[config.mk]
export PLATFORM = sky130hd
export DESIGN_NAME = urx_fifo
export DESIGN_NICKNAME = d
export VERILOG_FILES = /design/src/rtl/urx_pkg.sv /design/src/rtl/urx_fifo_ram.sv /design/src/rtl/urx_fifo.sv
export SDC_FILE = /design/constraint.sdc
export NUM_CORES = 1
export LEC_CHECK = 0
export ABC_AREA = 1
export BUFFER_PORTS_ARGS = -buffer_cell sky130_fd_sc_hd__buf_4
export CAP_MARGIN = 40
export CORE_MARGIN = 2
export CORE_UTILIZATION = 32
export CTS_CLUSTER_DIAMETER = 200
export CTS_CLUSTER_SIZE = 28
export DETAILED_ROUTE_END_ITERATION = 10
export GPL_ROUTABILITY_DRIVEN = 0
export RECOVER_POWER = 25
export SYNTH_ARGS = -nofsm -noshare
export SYNTH_HDL_FRONTEND = slang
export SYNTH_SLANG_ARGS = --single-unit
export TNS_END_PERCENT = 50
[constraint.sdc]
create_clock -name i_Clock -period 6.31 [get_ports i_Clock]
set_input_delay 0.631 -clock i_Clock [delete_from_list [all_inputs] [get_ports i_Clock]]
set_output_delay 0.631 -clock i_Clock [all_outputs]
set_load 0.005 [all_outputs]
[src/rtl/urx_pkg.sv]
// Shared constants for the UART receive path: the bit timing used by the
// receiver and the default depth of the receive byte FIFO.
package urx_pkg;

  localparam int URX_CLK_HZ       = 25_000_000;
  localparam int URX_BAUD         = 115_200;
  localparam int URX_CLKS_PER_BIT = URX_CLK_HZ / URX_BAUD;

  localparam int URX_FIFO_DEPTH   = 16;
  localparam int URX_BYTE_W       = 8;

  typedef logic [URX_BYTE_W-1:0] urx_byte_t;

endpackage

[src/rtl/urx_fifo_ram.sv]
// Byte storage for the receive FIFO: synchronous write port and an
// asynchronous read port, so the head entry is visible combinationally.
module urx_fifo_ram
  import urx_pkg::*;
#(
  parameter int DEPTH  = URX_FIFO_DEPTH,
  parameter int DATA_W = URX_BYTE_W,
  localparam int AW    = $clog2(DEPTH)
)(
  input  logic              i_Clock,
  input  logic              i_Wr_En,
  input  logic [AW-1:0]     i_Wr_Addr,
  input  logic [DATA_W-1:0] i_Wr_Data,
  input  logic [AW-1:0]     i_Rd_Addr,
  output logic [DATA_W-1:0] o_Rd_Data
);

  logic [DATA_W-1:0] mem [DEPTH];

  // Write the incoming byte into the addressed entry; contents are not reset.
  always_ff @(posedge i_Clock) begin
    if (i_Wr_En) begin
      mem[i_Wr_Addr] <= i_Wr_Data;
    end
  end

  assign o_Rd_Data = mem[i_Rd_Addr];

endmodule

[src/rtl/urx_fifo.sv]
// Receive-side first-word-fall-through byte FIFO behind the UART receiver.
// Pointers carry an extra wrap bit so full and empty are told apart without
// a separate counter; bytes arriving while full and not draining are dropped
// and recorded in a sticky overrun flag.
module urx_fifo
  import urx_pkg::*;
#(
  parameter int DEPTH = URX_FIFO_DEPTH,
  localparam int AW   = $clog2(DEPTH)
)(
  input  logic        i_Clock,
  input  logic        i_Rst_n,
  input  logic        i_Rx_DV,
  input  logic [7:0]  i_Rx_Byte,
  output logic [7:0]  o_Data,
  output logic        o_Valid,
  input  logic        i_Ready,
  output logic [AW:0] o_Count,
  output logic        o_Full,
  output logic        o_Empty,
  output logic        o_Overrun,
  input  logic        i_Clr_Overrun
);

  localparam logic [AW:0] PTR_ONE = {{AW{1'b0}}, 1'b1};

  logic [AW:0] wr_ptr;
  logic [AW:0] rd_ptr;
  logic        full;
  logic        empty;
  logic        push;
  logic        pop;
  logic        drop;
  logic [7:0]  rd_data;

  assign empty = (wr_ptr == rd_ptr);
  assign full  = (wr_ptr[AW] != rd_ptr[AW]) &&
                 (wr_ptr[AW-1:0] == rd_ptr[AW-1:0]);

  // A pop frees the slot being written, so a full FIFO still accepts a byte
  // when the consumer drains in the same cycle.
  assign pop  = ~empty & i_Ready;
  assign push = i_Rx_DV & (~full | pop);
  assign drop = i_Rx_DV & full & ~pop;

  urx_fifo_ram #(
    .DEPTH  (DEPTH),
    .DATA_W (8)
  ) u_ram (
    .i_Clock   (i_Clock),
    .i_Wr_En   (push),
    .i_Wr_Addr (wr_ptr[AW-1:0]),
    .i_Wr_Data (i_Rx_Byte),
    .i_Rd_Addr (rd_ptr[AW-1:0]),
    .o_Rd_Data (rd_data)
  );

  // Advance write/read pointers on accepted pushes and pops; wrap is natural.
  always_ff @(posedge i_Clock or negedge i_Rst_n) begin
    if (!i_Rst_n) begin
      wr_ptr <= '0;
      rd_ptr <= '0;
    end else begin
      if (push) begin
        wr_ptr <= wr_ptr + PTR_ONE;
      end
      if (pop) begin
        rd_ptr <= rd_ptr + PTR_ONE;
      end
    end
  end

  // Sticky overrun: a dropped byte wins over a clear in the same cycle.
  always_ff @(posedge i_Clock or negedge i_Rst_n) begin
    if (!i_Rst_n) begin
      o_Overrun <= 1'b0;
    end else if (drop) begin
      o_Overrun <= 1'b1;
    end else if (i_Clr_Overrun) begin
      o_Overrun <= 1'b0;
    end
  end

  // Stale storage is masked while empty so the output reads zero after reset.
  assign o_Data  = empty ? 8'h00 : rd_data;
  assign o_Valid = ~empty;
  assign o_Count = wr_ptr - rd_ptr;
  assign o_Full  = full;
  assign o_Empty = empty;

endmodule

; ---- After elaboration in Yosys (flattened, before gate mapping)
; Memory sizes are Yosys's and may differ from the RTL's.
; Index checks and enable logic that the tools add are counted.
[totals]
regBits = 11
mem_bits_rw = 128
n_memories = 1
inputBits = 13
output_inout_bits = 17
[op_classes]
eq_ne = 3
reduce_logical = 2
n_addsub = 3
mux = 5
n_bitwise = 8
[mem_list]
columns = memory, depth, width, rd, rd_ports_with_merged_regs, write_ports, line_no
row1 = u_ram.mem, 16, 8, 1, 0, 1, urx_fifo_ram.sv:18  ; logic [DATA_W-1:0] mem [DEPTH];
[op_table]
columns = cell, n
row1 = $add 5x1->5 const B, 2
row2 = $mux 8, 1
row3 = $eq 5x5->1, 1
row4 = $sub 5x5->5, 1
row5 = $and 1x1->1, 4
row6 = $eq 4x4->1, 1
row7 = $mux 1, 4
row8 = $not 1->1, 3
row9 = $reduce_bool 2->1, 1
row10 = $logic_and 1x1->1, 1
row11 = $ne 1x1->1, 1
row12 = $or 1x1->1, 1

; ---- Logic depth before layout (Yosys ltp)
[logic_depth]
word_depth = 7
mapped_depth = 11

; ---- Hierarchy
; From an unflattened synthesis, not the netlist that was laid out.
[unflattened]
hier_cells = 664
area_unflattened_um2 = 6477.5
[by_module_without_submodules]
columns = mod, cells_per_inst, instances, area_per_inst_um2
row1 = urx_fifo_ram, 543, 1, 5606.6
row2 = urx_fifo, 121, 1, 870.8

; ---- Least setup slack after synthesis
; Ideal clock, no wire load.
[synth_path]
path_kind = register to output
start = register rd_ptr[1]
end = output port o_Data[0]
t_required_ns = 5.679
arrival_ns = 1.773
path_slack_ns = 3.906
path_buffers = 2
path_stages_with_launch = 10
cell_sequence = dfrtp_1 buf_2 clkinv_1 buf_2 ha_1 nand4_1 inv_1 nand2_2 clkinv_1 a21oi_1
[synth_between]
elab_chain_cells = 2
[synth_rtl]
columns = element, line_no
row1 = "start, declared", urx_fifo.sv:28  ; logic [AW:0] rd_ptr;
row2 = "start signal, assigned", urx_fifo.sv:68  ; rd_ptr <= rd_ptr + PTR_ONE;
row3 = $eq 5x5->1, urx_fifo.sv:36  ; assign empty = (wr_ptr == rd_ptr);
row4 = net o_Empty, urx_fifo.sv:20  ; output logic o_Empty,
row5 = $mux 8, urx_fifo.sv:85  ; assign o_Data = empty ? 8'h00 : rd_data;
row6 = "end, declared", urx_fifo.sv:15  ; output logic [7:0] o_Data,
; The timed path passes the listed nets, and every way through them passes these cells.

; ---- Worst setup path in the final report
[layout_path]
start = register rd_ptr[0]
end = output port o_Data[0]
[layout_between]
elab_chain_cells = 2
[layout_rtl]
columns = element, line_no
row1 = $mem_v2 16x8 or $eq 5x5->1 (tied branches), -
row2 = $mux 8 (*), urx_fifo.sv:85
; Every way passes the cells marked *; elsewhere a longest branch is shown, timed or not.

==> out/qor.yml <==
cts:
  clkSinkCount: 139
  cts_tree: "built"
  cts_buffers: 17
  clk_path_buf_depth: 2
  cts_root_buf: "clkbuf_16"
  htreeDepth: 4
  postCtsHoldBufs: 0
  clkTransAtPathRegs_ns: 0.06
  post_cts_buffers: 0
  clkLatencyLatePin_ns: 0.42
  cts_resized: 0
yosys:
  yosysWarnings: 0
  syn_inst: 640
  synth-edff-count: 128
  syn-cell-area_um2: 6370
  ys_async_sr_fraction: 0.0791
  synth_seq_cells: 139
  synth_top_area_frac: 0.603
  synth_flop_cell: "edfxtp_1"
  synth_fp_nets: 663
  avgSynthCellArea_um2: 9.95
  ys_top_cells_by_count: "nand2_1, edfxtp_1, inv_1, nand3_1, nor2_1"
  synth_top_cell_by_area: "edfxtp_1"
  synth_seq_area_share: 0.647
  netlist-cell-type-count: 25
  ys_top_cells_by_area: "edfxtp_1, nand2_1, inv_1"
  yosysMostFrequentCell: "nand2_1"
sta:
  fin_crit_sh: 0.592
  final_max_slew_viol_count: 0
  slew_headroom: 0.423
  fmax_ghz: 0.268
  worst_pin_slew_ns: 0.862
  rsz0062_at_grt: "false"
  finalSetupTns_ns: 0
  final-hold-violation-count: 0
  min_period_ns: 3.74
  finalSetupViolCount: 0
  clock_skew_ns: 0.00485
power_and_ir_drop:
  p_leak_nw: 3.22
  power.density_nw_per_um2: 467
  fin_total_pwr_mw: 3.47
  vdd_drop_max_uv: 410
setup_path:
  slowest_delay_ns: 0.67
  endpoint_kind: "primary output"
  crit_top_cell: "nand2_1"
  critPathKind: "reg2out"
  crit_slowest_cell: "dfrtp_2"
  worstPathArrival_ns: 3.10
  cp.required_ns: 5.68
  start_kind: "register"
  ff2ff_setup_slack_ns: 3.29
  worstPathCellList: "buf_4, inv_2, buf_12, nand2_1, nand3_1, nand2_1, nand2_1, nand2_1, inv_1, a21oi_1, buf_4"
  cp_max_fo: 42
  ff2ff_path_depth: 9
floorplan:
  core_um2: 19500
  io_pins: 30
  die_w_um: 145
  fp.dieH_um: 145
  start_util: 0.326
  fp-row-count: 51
  dieArea_um2: 21000
grt:
  grt_pass1_vias: 4164
  grt_pass1_wl_um: 23100
  grt_usage: 0.144
  grt_max_degree: 43
  gr-total-overflow: 0
  antenna_found_initial: 0
route:
  final_antenna_net_count: 0
  via_per_inst: 4.51
  vias: 4301
  first_pass_iters: 5
  drtIter0Drc: 371
  wl_um: 14500
  drc: 0
  avgRoutedWirePerCell_um: 15.2
final_layout:
  area_growth_syn_to_layout_pct: 16.6
  nets: 699
  drive_gt1_frac: 0.115
  n_antenna_cell: 0
placed_design:
  dp_hpwl_um: 9430
  portBuffers: 29
run_status:
  status: "complete, no violations"
min_path:
  hold_class: "in2async"
flow_run:
  maxCapViolations: 0
cells by family (layout without fill, tap and decap cells):
| family | Yosys count | after routing | synth area share |
|---|---|---|---|
| AND/OR/NAND/NOR | 336 | 336 | 0.219 |
| XOR/XNOR | 10 | 10 | 0.0149 |
| buffers and inverters | 129 | 178 | 0.0854 |
| flip-flops | 139 | 139 | 0.647 |
| adder cells (fa/ha/maj) | 10 | 10 | 0.0208 |
| AO/OA/AOI/OAI | 16 | 16 | 0.0132 |
metrics by stage:
stage / area [um2] / util / hold slack [ns] / worst slack [ns] / std cells
final: 7430 / 0.380 / 0.206 / 2.57 / 954
after global routing: 7430 / 0.380 / 0.261 / 2.34 / 954
after CTS: 7450 / 0.382 / 0.0312 / 2.55 / 954
after detailed placement: 6880 / 0.352 / 0.482 / 3.00 / 922
after global placement: 6800 / 0.348 / 0.481 / 2.91 / 913
after floorplan: 6370 / - / 0.335 / 3.91 / 640
power by group:
group | internal (mW) | switching, mW
registers | 1.12 | 0.0875
clock network | 0.581 | 0.384
logic | 0.482 | 0.809
total | 2.18 | 1.28
routing by layer:
layer	up-vias	routed length, um	GRT usage
met5	-	0	0
met4	0	318	0.0569
met3	29	846	0.0393
met2	130	7080	0.227
met1	2033	6220	0.188
li1	2109	-	-
path summary, 6_finish.rpt:
path / start / end
max reg2reg: rd_ptr[2] / u_ram.mem[7][5]
max in group asynchronous: i_Rst_n / rd_ptr[0]
min: i_Rst_n / o_Overrun
min in group i_Clock: i_Clr_Overrun / o_Overrun
min reg2reg: rd_ptr[3] / rd_ptr[3]
max: rd_ptr[0] / o_Data[0]
cells in the final DEF, fill, tap and decap left out:
master,count
inv_4,1
ha_1,9
xor2_1,7
o21ai_2,1
nand3_1,73
a21oi_1,11
o21ai_0,4
dfrtp_1,10
fa_1,1
nand4_1,1
nand2_4,4
nor2_2,1
bufinv_16,2
clkinv_2,3
clkinv_4,2
inv_6,2
dfrtp_2,1
nand2_2,3
buf_4,33
clkbuf_16,17
clkinvlp_4,5
edfxtp_1,128
xnor2_1,2
xnor2_2,1
clkbuf_1,8
buf_12,1
clkinv_1,3
inv_2,2
nand2_1,235
nor2_1,19
inv_1,99
final cells by class:
cell class	instances	area (um2)
inverters	105	397
multi-input cells	372	1710
clock buffers	18	429
fillers	1914	12100
repair buffers	41	294
flip-flops and latches	139	4120
clock inverters	14	148
well taps	265	332
worst max-delay path: cells and delay by family (launching register included):
family / cells / cell delay (ns)
and+or+nand+nor: 5 / 0.42
DFF: 1 / 0.67
buffers and inverters: 5 / 1.31
AOI/OAI and AO/OA: 1 / 0.23
state kept, by name, summed over array words and instances, names as in the netlist:
signal	count
u_ram.mem	128
wr_ptr	5
o_Overrun	1
rd_ptr	5
Note: power is estimated with default switching activity, not from simulation.
